`src/rtl/tag_inventory_ctrl_if.sv`:
```
// Parser/RNG-facing inputs and TX-facing results of the Gen2 tag inventory controller.
interface tag_inventory_ctrl_if #(
  parameter int SLOT_W  = 15,
  parameter int NUM_CMD = 13
);
  logic [NUM_CMD-1:0] cmd;
  logic               packet_complete;
  logic               crc5invalid;
  logic               crc16invalid;
  logic [3:0]         q_in;
  logic [2:0]         updn;
  logic [15:0]        rn_in;
  logic               rn_match;
  logic               select_match;

  logic               rng_next;
  logic [2:0]         state;
  logic [3:0]         q_cur;
  logic [SLOT_W-1:0]  slot;
  logic [15:0]        rn16;
  logic [15:0]        handle;
  logic               reply_go;
  logic [2:0]         reply_type;
  logic               sensor_go;
  logic               inv_flag;
  logic               sel_flag;
  logic               crc_err;

  modport master (
    output cmd, packet_complete, crc5invalid, crc16invalid, q_in, updn, rn_in, rn_match, select_match,
    input  rng_next, state, q_cur, slot, rn16, handle, reply_go, reply_type, sensor_go, inv_flag, sel_flag, crc_err
  );
  modport slave (
    input  cmd, packet_complete, crc5invalid, crc16invalid, q_in, updn, rn_in, rn_match, select_match,
    output rng_next, state, q_cur, slot, rn16, handle, reply_go, reply_type, sensor_go, inv_flag, sel_flag, crc_err
  );
endinterface

```
`src/rtl/tag_inventory_ctrl.sv`:
```
// Gen2 tag state machine: acts once per rising edge of packet_complete, tracks Q/slot/handle,
// and raises single-cycle reply, RNG-advance, sensor and CRC-drop pulses one clock later.
module tag_inventory_ctrl #(
  parameter int SLOT_W  = 15,
  parameter int NUM_CMD = 13
) (
  input  logic                 clk,
  input  logic                 reset,
  tag_inventory_ctrl_if.slave  bus
);
  typedef enum logic [2:0] {READY = 3'd0, ARBITRATE = 3'd1, REPLY = 3'd2,
                            ACKNOWLEDGED = 3'd3, OPEN = 3'd4} state_t;
  typedef enum logic [2:0] {RT_NONE = 3'd0, RT_RN16 = 3'd1, RT_EPC = 3'd2,
                            RT_HANDLE = 3'd3, RT_DATA = 3'd4} reply_t;

  localparam logic [SLOT_W:0]   ONE_M = 1;
  localparam logic [SLOT_W-1:0] ONE_S = 1;
  localparam logic [NUM_CMD-1:0] ONE_C = 1;

  state_t            state_q, state_d;
  reply_t            rtype_q, rtype_d;
  logic [3:0]        q_q, q_d, q_new;
  logic [SLOT_W-1:0] slot_q, slot_d, slot_dec, draw_slot;
  logic [SLOT_W:0]   mask;
  logic [15:0]       rn16_q, rn16_d, handle_q, handle_d;
  logic              inv_q, inv_d, sel_q, sel_d, pc_q;
  logic              go_q, go_d, sensor_q, sensor_d, rng_q, rng_d, crc_q, crc_d;
  logic              evt, crc_drop;
  logic [NUM_CMD-1:0] c;

  // State register: everything, including the pulses, clears asynchronously.
  always_ff @(posedge clk or negedge reset) begin
    if (!reset) begin
      state_q <= READY;   rtype_q  <= RT_NONE;
      q_q     <= '0;      slot_q   <= '0;
      rn16_q  <= '0;      handle_q <= '0;
      inv_q   <= 1'b0;    sel_q    <= 1'b0;   pc_q  <= 1'b0;
      go_q    <= 1'b0;    sensor_q <= 1'b0;   rng_q <= 1'b0;  crc_q <= 1'b0;
    end else begin
      state_q <= state_d; rtype_q  <= rtype_d;
      q_q     <= q_d;     slot_q   <= slot_d;
      rn16_q  <= rn16_d;  handle_q <= handle_d;
      inv_q   <= inv_d;   sel_q    <= sel_d;  pc_q  <= bus.packet_complete;
      go_q    <= go_d;    sensor_q <= sensor_d; rng_q <= rng_d; crc_q <= crc_d;
    end
  end

  // Lowest set command bit wins; CRC check applies to the winning command only.
  assign evt      = bus.packet_complete & ~pc_q;
  assign c        = bus.cmd & (~bus.cmd + ONE_C);
  assign crc_drop = (c[2] & bus.crc5invalid) |
                    ((c[4] | c[6] | c[7] | c[8] | c[11]) & bus.crc16invalid);

  always_comb begin
    q_new = q_q;
    if (c[2])                                    q_new = bus.q_in;
    else if (bus.updn == 3'b110 && q_q != 4'hF)  q_new = q_q + 4'd1;
    else if (bus.updn == 3'b011 && q_q != 4'h0)  q_new = q_q - 4'd1;
  end

  assign mask      = (ONE_M << q_new) - ONE_M;
  assign draw_slot = bus.rn_in[SLOT_W-1:0] & mask[SLOT_W-1:0];
  assign slot_dec  = slot_q - ONE_S;

  // Next-state process
  always_comb begin
    state_d = state_q;  rtype_d  = rtype_q;
    q_d     = q_q;      slot_d   = slot_q;
    rn16_d  = rn16_q;   handle_d = handle_q;
    inv_d   = inv_q;    sel_d    = sel_q;
    go_d    = 1'b0;     sensor_d = 1'b0;  rng_d = 1'b0;  crc_d = 1'b0;
    if (evt) begin
      if (crc_drop) begin
        crc_d = 1'b1;
      end else if (c[0]) begin
        case (state_q)
          ARBITRATE: begin
            slot_d = slot_dec;
            if (slot_dec == '0) begin
              rn16_d = bus.rn_in; rng_d = 1'b1; state_d = REPLY; go_d = 1'b1; rtype_d = RT_RN16;
            end
          end
          REPLY:              state_d = ARBITRATE;
          ACKNOWLEDGED, OPEN: begin state_d = READY; inv_d = ~inv_q; end
          default: ;
        endcase
      end else if (c[1]) begin
        if (bus.rn_match && state_q inside {REPLY, ACKNOWLEDGED, OPEN}) begin
          state_d = ACKNOWLEDGED; go_d = 1'b1; rtype_d = RT_EPC;
        end else if (state_q == REPLY) begin
          state_d = ARBITRATE;
        end
      end else if (c[2] || (c[3] && state_q != READY)) begin
        q_d = q_new; slot_d = draw_slot; rn16_d = bus.rn_in; rng_d = 1'b1;
        if (draw_slot == '0) begin
          state_d = REPLY; go_d = 1'b1; rtype_d = RT_RN16;
        end else begin
          state_d = ARBITRATE;
        end
      end else if (c[4]) begin
        state_d = READY; sel_d = bus.select_match;
      end else if (c[5]) begin
        if (state_q != READY) state_d = ARBITRATE;
      end else if (c[6]) begin
        if (bus.rn_match && state_q == ACKNOWLEDGED) begin
          handle_d = bus.rn_in; rng_d = 1'b1; state_d = OPEN; go_d = 1'b1; rtype_d = RT_HANDLE;
        end else if (bus.rn_match && state_q == OPEN) begin
          rn16_d = bus.rn_in; rng_d = 1'b1; go_d = 1'b1; rtype_d = RT_RN16;
        end
      end else if (|c[12:7]) begin
        if (bus.rn_match && state_q == OPEN) begin
          go_d = 1'b1; rtype_d = RT_DATA; sensor_d = c[10];
        end
      end
    end
  end

  // Output process
  always_comb begin
    bus.state      = state_q;
    bus.reply_type = rtype_q;
    bus.q_cur      = q_q;
    bus.slot       = slot_q;
    bus.rn16       = rn16_q;
    bus.handle     = handle_q;
    bus.inv_flag   = inv_q;
    bus.sel_flag   = sel_q;
    bus.reply_go   = go_q;
    bus.sensor_go  = sensor_q;
    bus.rng_next   = rng_q;
    bus.crc_err    = crc_q;
  end
endmodule

```
`src/flat_wrapper.sv`:
```
// flat-port wrapper written by rule: the top's interface ports become plain ports
module tag_inventory_ctrl_flat 
#(
  parameter int SLOT_W  = 15,
  parameter int NUM_CMD = 13
)
  (clk, reset, bus_cmd, bus_packet_complete, bus_crc5invalid, bus_crc16invalid, bus_q_in, bus_updn, bus_rn_in, bus_rn_match, bus_select_match, bus_rng_next, bus_state, bus_q_cur, bus_slot, bus_rn16, bus_handle, bus_reply_go, bus_reply_type, bus_sensor_go, bus_inv_flag, bus_sel_flag, bus_crc_err);
  tag_inventory_ctrl_if #(.SLOT_W(SLOT_W), .NUM_CMD(NUM_CMD)) bus_i ();
  input  logic clk;
  input  logic reset;
  input wire logic [$bits(bus_i.cmd)-1:0] bus_cmd;
  input wire logic [$bits(bus_i.packet_complete)-1:0] bus_packet_complete;
  input wire logic [$bits(bus_i.crc5invalid)-1:0] bus_crc5invalid;
  input wire logic [$bits(bus_i.crc16invalid)-1:0] bus_crc16invalid;
  input wire logic [$bits(bus_i.q_in)-1:0] bus_q_in;
  input wire logic [$bits(bus_i.updn)-1:0] bus_updn;
  input wire logic [$bits(bus_i.rn_in)-1:0] bus_rn_in;
  input wire logic [$bits(bus_i.rn_match)-1:0] bus_rn_match;
  input wire logic [$bits(bus_i.select_match)-1:0] bus_select_match;
  output wire logic [$bits(bus_i.rng_next)-1:0] bus_rng_next;
  output wire logic [$bits(bus_i.state)-1:0] bus_state;
  output wire logic [$bits(bus_i.q_cur)-1:0] bus_q_cur;
  output wire logic [$bits(bus_i.slot)-1:0] bus_slot;
  output wire logic [$bits(bus_i.rn16)-1:0] bus_rn16;
  output wire logic [$bits(bus_i.handle)-1:0] bus_handle;
  output wire logic [$bits(bus_i.reply_go)-1:0] bus_reply_go;
  output wire logic [$bits(bus_i.reply_type)-1:0] bus_reply_type;
  output wire logic [$bits(bus_i.sensor_go)-1:0] bus_sensor_go;
  output wire logic [$bits(bus_i.inv_flag)-1:0] bus_inv_flag;
  output wire logic [$bits(bus_i.sel_flag)-1:0] bus_sel_flag;
  output wire logic [$bits(bus_i.crc_err)-1:0] bus_crc_err;
  assign bus_i.cmd = bus_cmd;
  assign bus_i.packet_complete = bus_packet_complete;
  assign bus_i.crc5invalid = bus_crc5invalid;
  assign bus_i.crc16invalid = bus_crc16invalid;
  assign bus_i.q_in = bus_q_in;
  assign bus_i.updn = bus_updn;
  assign bus_i.rn_in = bus_rn_in;
  assign bus_i.rn_match = bus_rn_match;
  assign bus_i.select_match = bus_select_match;
  assign bus_rng_next = bus_i.rng_next;
  assign bus_state = bus_i.state;
  assign bus_q_cur = bus_i.q_cur;
  assign bus_slot = bus_i.slot;
  assign bus_rn16 = bus_i.rn16;
  assign bus_handle = bus_i.handle;
  assign bus_reply_go = bus_i.reply_go;
  assign bus_reply_type = bus_i.reply_type;
  assign bus_sensor_go = bus_i.sensor_go;
  assign bus_inv_flag = bus_i.inv_flag;
  assign bus_sel_flag = bus_i.sel_flag;
  assign bus_crc_err = bus_i.crc_err;
  tag_inventory_ctrl #(.SLOT_W(SLOT_W), .NUM_CMD(NUM_CMD)) u_core (.clk(clk), .reset(reset), .bus(bus_i));
endmodule
```
`config.mk`:
```
export PLATFORM = sky130hd
export DESIGN_NAME = tag_inventory_ctrl_flat
export DESIGN_NICKNAME = d
export VERILOG_FILES = /design/src/rtl/tag_inventory_ctrl_if.sv /design/src/rtl/tag_inventory_ctrl.sv /design/src/flat_wrapper.sv
export SDC_FILE = /design/constraint.sdc
export NUM_CORES = 1
export LEC_CHECK = 0
export ABC_AREA = 1
export ABC_CLOCK_PERIOD_IN_PS = 2840
export BUFFER_PORTS_ARGS = -buffer_cell sky130_fd_sc_hd__clkbuf_2
export CAP_MARGIN = 20
export CORE_UTILIZATION = 40
export CTS_BUF_LIST = sky130_fd_sc_hd__clkbuf_2
export DETAILED_ROUTE_END_ITERATION = 8
export GPL_TIMING_DRIVEN = 0
export PLACE_DENSITY = 0.72
export REMOVE_ABC_BUFFERS = 1
export SYNTH_ARGS = -nofsm -noshare
export SYNTH_HDL_FRONTEND = slang
export SYNTH_SLANG_ARGS = --single-unit
```
`constraint.sdc`:
```
create_clock -name clk -period 2.84 [get_ports clk]
set_input_delay 0.568 -clock clk [delete_from_list [all_inputs] [get_ports clk]]
set_output_delay 0.568 -clock clk [all_outputs]
set_load 0.03 [all_outputs]
```
-- Word-level counts from Yosys, hierarchy flattened
Index checks and enable logic that the tools add are counted.
- bits in writable memories: 0
- ROM bits: 0
- input port bits: 43
- latch bits: 0
- output and inout bits: 63
- memories kept: 0
- register bits after elaboration: 64
- reductions and logical operators: 30
- multiply operators: 0
- add/subtract/negate cells: 5
- $lt $le $gt $ge: 0
- divide/modulo/power cells: 0
- bitwise operators: 19
- equality and inequality tests: 21
- mux-type cells: 79
- shift-type cells: 1
- operator list (kind ; count):
    $mux W16 ; 10
    $mux W3 ; 25
    $mux W15 ; 4
    $mux W1 ; 35
    $logic_not A15 Y1 ; 2
    $sub A15 B1 Y15 const B ; 2
    $ne A4 B4 Y1 const B ; 5
    $and A15 B15 Y15 ; 1
    $reduce_bool A5 Y1 ; 3
    $shl A1 B4 Y15 const A ; 1
    $add A13 B1 Y13 const B ; 1
    $and A13 B13 Y13 ; 1
    $not A13 Y13 ; 1
    $mux W4 ; 3
    $ne A3 B3 Y1 const B ; 4
    $reduce_bool A3 Y1 ; 4
    $reduce_bool A6 Y1 ; 2
    $reduce_and A11 Y1 ; 1
    $reduce_and A10 Y1 ; 1
    $reduce_and A5 Y1 ; 2
    $eq A3 B2 Y1 const B ; 3
    $pmux W3 S3 ; 1
    $reduce_and A9 Y1 ; 1
    $not A1 Y1 ; 8
    other kinds (20) ; 34

-- Logic depth before layout (Yosys ltp)
- depth after elaboration: 15
- depth in mapped cells: 27

-- Worst setup path after synthesis
No wires, ideal clock.
- kind: register -> register
- from: register u_core.q_q[0], in the netlist u_core.bus.q_cur[0]
- to: register u_core.rtype_q[0], in the netlist u_core.bus.reply_type[0]
- buffers on the path: 1
- setup time: 0.118 ns
- arrival: 2.824 ns
- path slack: -0.102 ns
- clock period less this slack: 2.942 ns
- stages on the path, launching flop included: 25
- required time: 2.722 ns
- cells stage by stage: dfrtp_1 -> inv_1 -> ha_1 -> nand3_2 -> nand2_4 -> nand2_2 -> nand2_1 -> nand2_1 -> nand3_2 -> nand2_8 -> nand2_4 -> inv_1 -> nand3_1 -> ha_1 -> buf_2 -> nand2_1 -> nand2_1 -> nand3_1 -> nand2_2 -> nor2_4 -> nand3_2 -> nand2_4 -> nand2_2 -> nand2_1 -> nand2_1
- cells in the longest elaborated chain, start to end: 11
- elaborated cells on any way between the ends: 15
- classes of those cells: 3 x add/sub; 2 x eq/ne; 1 x shift; 3 x mux; 1 x bitwise; 5 x reduce/logical
- RTL lines (element ; RTL line ; RTL):
    start, declared ; tag_inventory_ctrl.sv:22 ; logic [3:0] q_q, q_d, q_new;
    start signal, assigned ; tag_inventory_ctrl.sv:41 ; q_q <= q_d; slot_q <= slot_d;
    parallel branches: the longest is 3 deep, another holds $sub A4 B1 Y4 ; - ;
    $mux W4 * ; tag_inventory_ctrl.sv:57 ; else if (bus.updn == 3'b110 && q_q != 4'hF) q_new = q_q + 4'd1;
    $mux W4 * ; tag_inventory_ctrl.sv:56 ; if (c[2]) q_new = bus.q_in;
    $shl A1 B4 Y15 * ; tag_inventory_ctrl.sv:61 ; assign mask = (ONE_M << q_new) - ONE_M;
    $sub A15 B1 Y15 * ; tag_inventory_ctrl.sv:61 ;
    $and A15 B15 Y15 * ; tag_inventory_ctrl.sv:62 ; assign draw_slot = bus.rn_in[SLOT_W-1:0] & mask[SLOT_W-1:0];
    $logic_not A15 Y1 * ; tag_inventory_ctrl.sv:95 ; if (draw_slot == '0) begin
    $ne A4 B2 Y1 (no line) * ; - ;
    $reduce_and A11 Y1 (no line) * ; - ;
    end signal, assigned ; tag_inventory_ctrl.sv:40 ; state_q <= state_d; rtype_q <= rtype_d;
    end, declared ; tag_inventory_ctrl.sv:21 ; reply_t rtype_q, rtype_d;
Mark *: on every way between the ends.
A chain may end at the register's enable or synchronous reset.

-- Worst setup path after layout
- from: register u_core.q_q[1], in the netlist u_core.bus.q_cur[1]
- to: register u_core.rtype_q[1], in the netlist u_core.bus.reply_type[1]
Same word-level chain as after synthesis.

==> impl_summary.log <==
INFO  metric first_pass_iters = 5
INFO  metric fin_tns_setup = 0 ns
INFO  metric dieHeight = 105.9 um
INFO  metric timing.final.max_slew_violations = 0
INFO  metric die_area = 11,220 um^2
INFO  metric hp-class = in -> async
INFO  metric clock.fmax = 0.3569 GHz
INFO  metric yosys_register_bits = 64
INFO  metric cts_hold_buf = 0
INFO  metric final_nets = 742
INFO  metric netlist_area = 4322 um^2
INFO  metric drt_drc_violations_left = 0
INFO  metric cts_tree = yes
INFO  metric worst_ir_drop_vdd = 588.1 uV
INFO  metric timing_worst_setup_path_type = reg -> reg
INFO  metric rsz0062_at_grt = true
INFO  metric critPathRequiredTime = 3.28 ns
INFO  metric p_leak = 2.834 nW
INFO  metric sort_of_element_at_the_end_of_the_critical_path = flop
INFO  metric detailroute.via_count = 4,285
INFO  metric core_area = 10,420 um^2
INFO  metric syn_avg_cell_area = 7.703 um^2
INFO  metric remaining_antenna_violation_count_after_routing = 0
INFO  metric synth_async_sr_flop_share = 100.0%
INFO  metric row_cnt = 37
INFO  metric htree_num_levels = 3
INFO  metric power.density = 978.3 nW/um^2
INFO  metric diodes = 0
INFO  metric synth_top_flop_cell = dfrtp_1
INFO  metric floorplan.io_pins = 106
INFO  metric detailedPlacementHpwl = 8050 um
INFO  metric clock-sinks = 64
INFO  metric grt-ovfl-total = 0
INFO  metric drt-wirelength-per-cell = 13.97 um
INFO  metric postSynthCellCount = 561
INFO  metric min_period = 2.802 ns
INFO  metric vias_per_cell = 5.132
INFO  metric synth_sequential_area_ratio = 37.06%
INFO  metric grt_pass1_wl = 18,550 um
INFO  metric worst_pin_slew = 0.9349 ns
INFO  metric worst-path-max-fanout = 6
INFO  metric synth_cell_types = 48
INFO  metric cts-root-buf = clkbuf_2
INFO  metric drt_iter0_drc = 271
INFO  metric clkLatencyLatePin = 0.52 ns
INFO  metric routed_wl = 11,660 um
INFO  metric mostFrequentLayoutCell = clkbuf_2
INFO  metric worstPathArrival = 3.24 ns
INFO  metric hold_ws = 0.1522 ns
INFO  metric ys_warn_count = 0
INFO  metric final_layout_size_suffix_gt1_share = 43.06%
INFO  metric number_of_antenna_violations_at_the_first_check_in_global_routing = 0
INFO  metric clk_pin_slew_worst_paths = 0.21 ns
INFO  metric report.final.hold_viol_count = 0
INFO  metric cts_inserted_buffers = 9
INFO  metric grt_start_max_net_pins = 65
INFO  metric leading_cell_types_in_the_layout_fill_and_taps_excluded = clkbuf_2, nand2_1, dfrtp_1
INFO  metric grtUsageTotal = 20.83%
INFO  metric finalCritPeriodShare = 98.67%
INFO  metric number_of_global_route_vias_before_repair = 3,954
INFO  metric cp-start-kind = flop
INFO  metric place_congestion = 0.8809
INFO  metric die_width = 105.9 um
INFO  metric port_buffers = 105
INFO  metric slew_headroom = 37.67%
INFO  metric number_of_flops_mapped_to_enable_cells_by_yosys = 0
INFO  metric clockBufferDepth = 2
INFO  metric maxCapViolCount = 0
INFO  metric setup_violations_final = 0
INFO  metric run_status = completed
INFO  metric worst_clock_skew = 0.02708 ns
INFO  metric area_growth = 29.13%
INFO  metric starting_utilization_of_the_core_area = 41.49%
[metal layers]
metal / vias up / track usage [%] / wire (um)
met5: - / 0 / 0
met4: 0 / 7.044 / 241
met3: 24 / 5.089 / 676
met2: 161 / 34.27 / 5579
met1: 2012 / 26.76 / 5166
li1: 2088 / - / -
[Yosys cell counts, types with 2 or more instances]
cell type,instances,share of area [%]
inv_2,9,0.78
xor2_1,10,2.0
buf_6,5,1.3
nor2_2,13,1.9
nand3_1,34,3.9
nand2_2,32,4.6
nand3_2,11,2.5
o21ai_0,42,4.9
nand2_4,7,1.8
o211ai_1,3,0.52
dfrtp_1,64,37
nor3_1,7,0.81
nor3b_1,2,0.35
inv_1,59,5.1
nor2_4,5,1.3
a21oi_1,12,1.4
xnor2_1,4,0.81
buf_2,2,0.23
nand3b_1,2,0.35
o21ai_2,18,3.6
nand2_1,127,11
ha_1,5,1.4
nor3_4,2,0.75
nand4_1,7,1.0
o21ai_1,8,0.93
nor2_1,44,3.8
clkbuf_1,6,0.52
[per-stage QoR]
step	instances	instance area (um^2)	power (mW)	util, %	setup slack [ns]
floorplan	547	4225	3.513	-	-0.07917
global placement	788	4921	4.149	47.24	-0.6488
CTS	814	5244	5.031	50.34	0.002605
finish	835	5580	5.459	53.57	0.03791
detailed placement	788	4923	4.205	47.27	-0.6803
global route	835	5580	5.847	53.57	-0.1276
[area by class of cell]
class | count | area [um^2]
well taps | 136 | 170.2
fillers | 1013 | 4836
multi-input cells | 415 | 2611
flip-flops and latches | 64 | 1605
repair buffers | 135 | 780.7
clock buffers | 9 | 45.04
clock inverters | 7 | 96.34
inverters | 69 | 271.5
[where the power goes]
group	internal [mW]	switching [mW]	leakage [nW]
clock	0.293	0.368	0.0858
sequential	1.18	0.315	0.827
combinational	1.18	2.12	1.92
total	2.66	2.80	2.83
[kinds of logic (layout without fill, tap and decap cells)]
kind of cell | Yosys count | in the layout | share of synthesized area [%]
adders and majority gates | 5 | 5 | 1.448
xor gates and xnor gates | 14 | 14 | 2.837
muxes | 1 | 1 | 0.2605
and+or+nand+nor | 303 | 304 | 36.91
buffers and inverters | 83 | 220 | 8.251
DFF | 64 | 64 | 37.06
AOI/OAI and AO/OA | 91 | 91 | 13.23
[timing repair]
item,in CTS,in global routing
gates resized for setup,19,53
endpoints found under the setup margin,29,35
pin swaps,5,20
gates cloned,1,0
buffers inserted,9,21
[state kept, by name, indices dropped and copies added, names as in the netlist]
signal / count
u_core.bus.reply_go: 1
u_core.bus.sensor_go: 1
u_core.bus.crc_err: 1
u_core.bus.inv_flag: 1
u_core.bus.state: 3
u_core.pc_q: 1
u_core.bus.slot: 15
u_core.bus.sel_flag: 1
u_core.bus.q_cur: 4
u_core.bus.rn16: 16
u_core.bus.reply_type: 3
u_core.bus.handle: 16
u_core.bus.rng_next: 1
[path summary, 6_finish.rpt]
| path | start | endpoint | slack (ns) | cells past startpoint |
|---|---|---|---|---|
| hold reg to reg | u_core.bus.inv_flag | u_core.bus.inv_flag | 0.50 | 1 |
| min in group clk | bus_packet_complete | u_core.pc_q | 0.17 | 1 |
| max in group asynchronous | reset | u_core.bus.q_cur[2] | 2.04 | 1 |
| setup / recovery | u_core.bus.q_cur[1] | u_core.bus.reply_type[1] | 0.04 | 23 |
| hold / removal | reset | u_core.bus.rn16[15] | 0.15 | 1 |
| setup reg to reg | u_core.bus.q_cur[1] | u_core.bus.reply_type[1] | 0.04 | 23 |
[critical path, stage by stage, from the launching register on]
cell     delay [ns]
dfrtp_2        0.47
buf_6          0.14
ha_4           0.17
nand3_4        0.09
nand2_4        0.09
nand2_2        0.08
nand2_2        0.06
nand2_1        0.07
nand2_1        0.07
nand2_2        0.13
nand2_4        0.07
nor2_4         0.09
inv_2          0.05
ha_4           0.25
or2_4          0.11
nand3_2        0.08
nor2_2         0.11
nand3_2        0.11
nor2_4         0.13
nand3_2        0.09
nand2_4        0.11
nand2_4        0.08
nand2_2        0.07
nand2_1        0.04
Power figures use the tool's default switching activity.
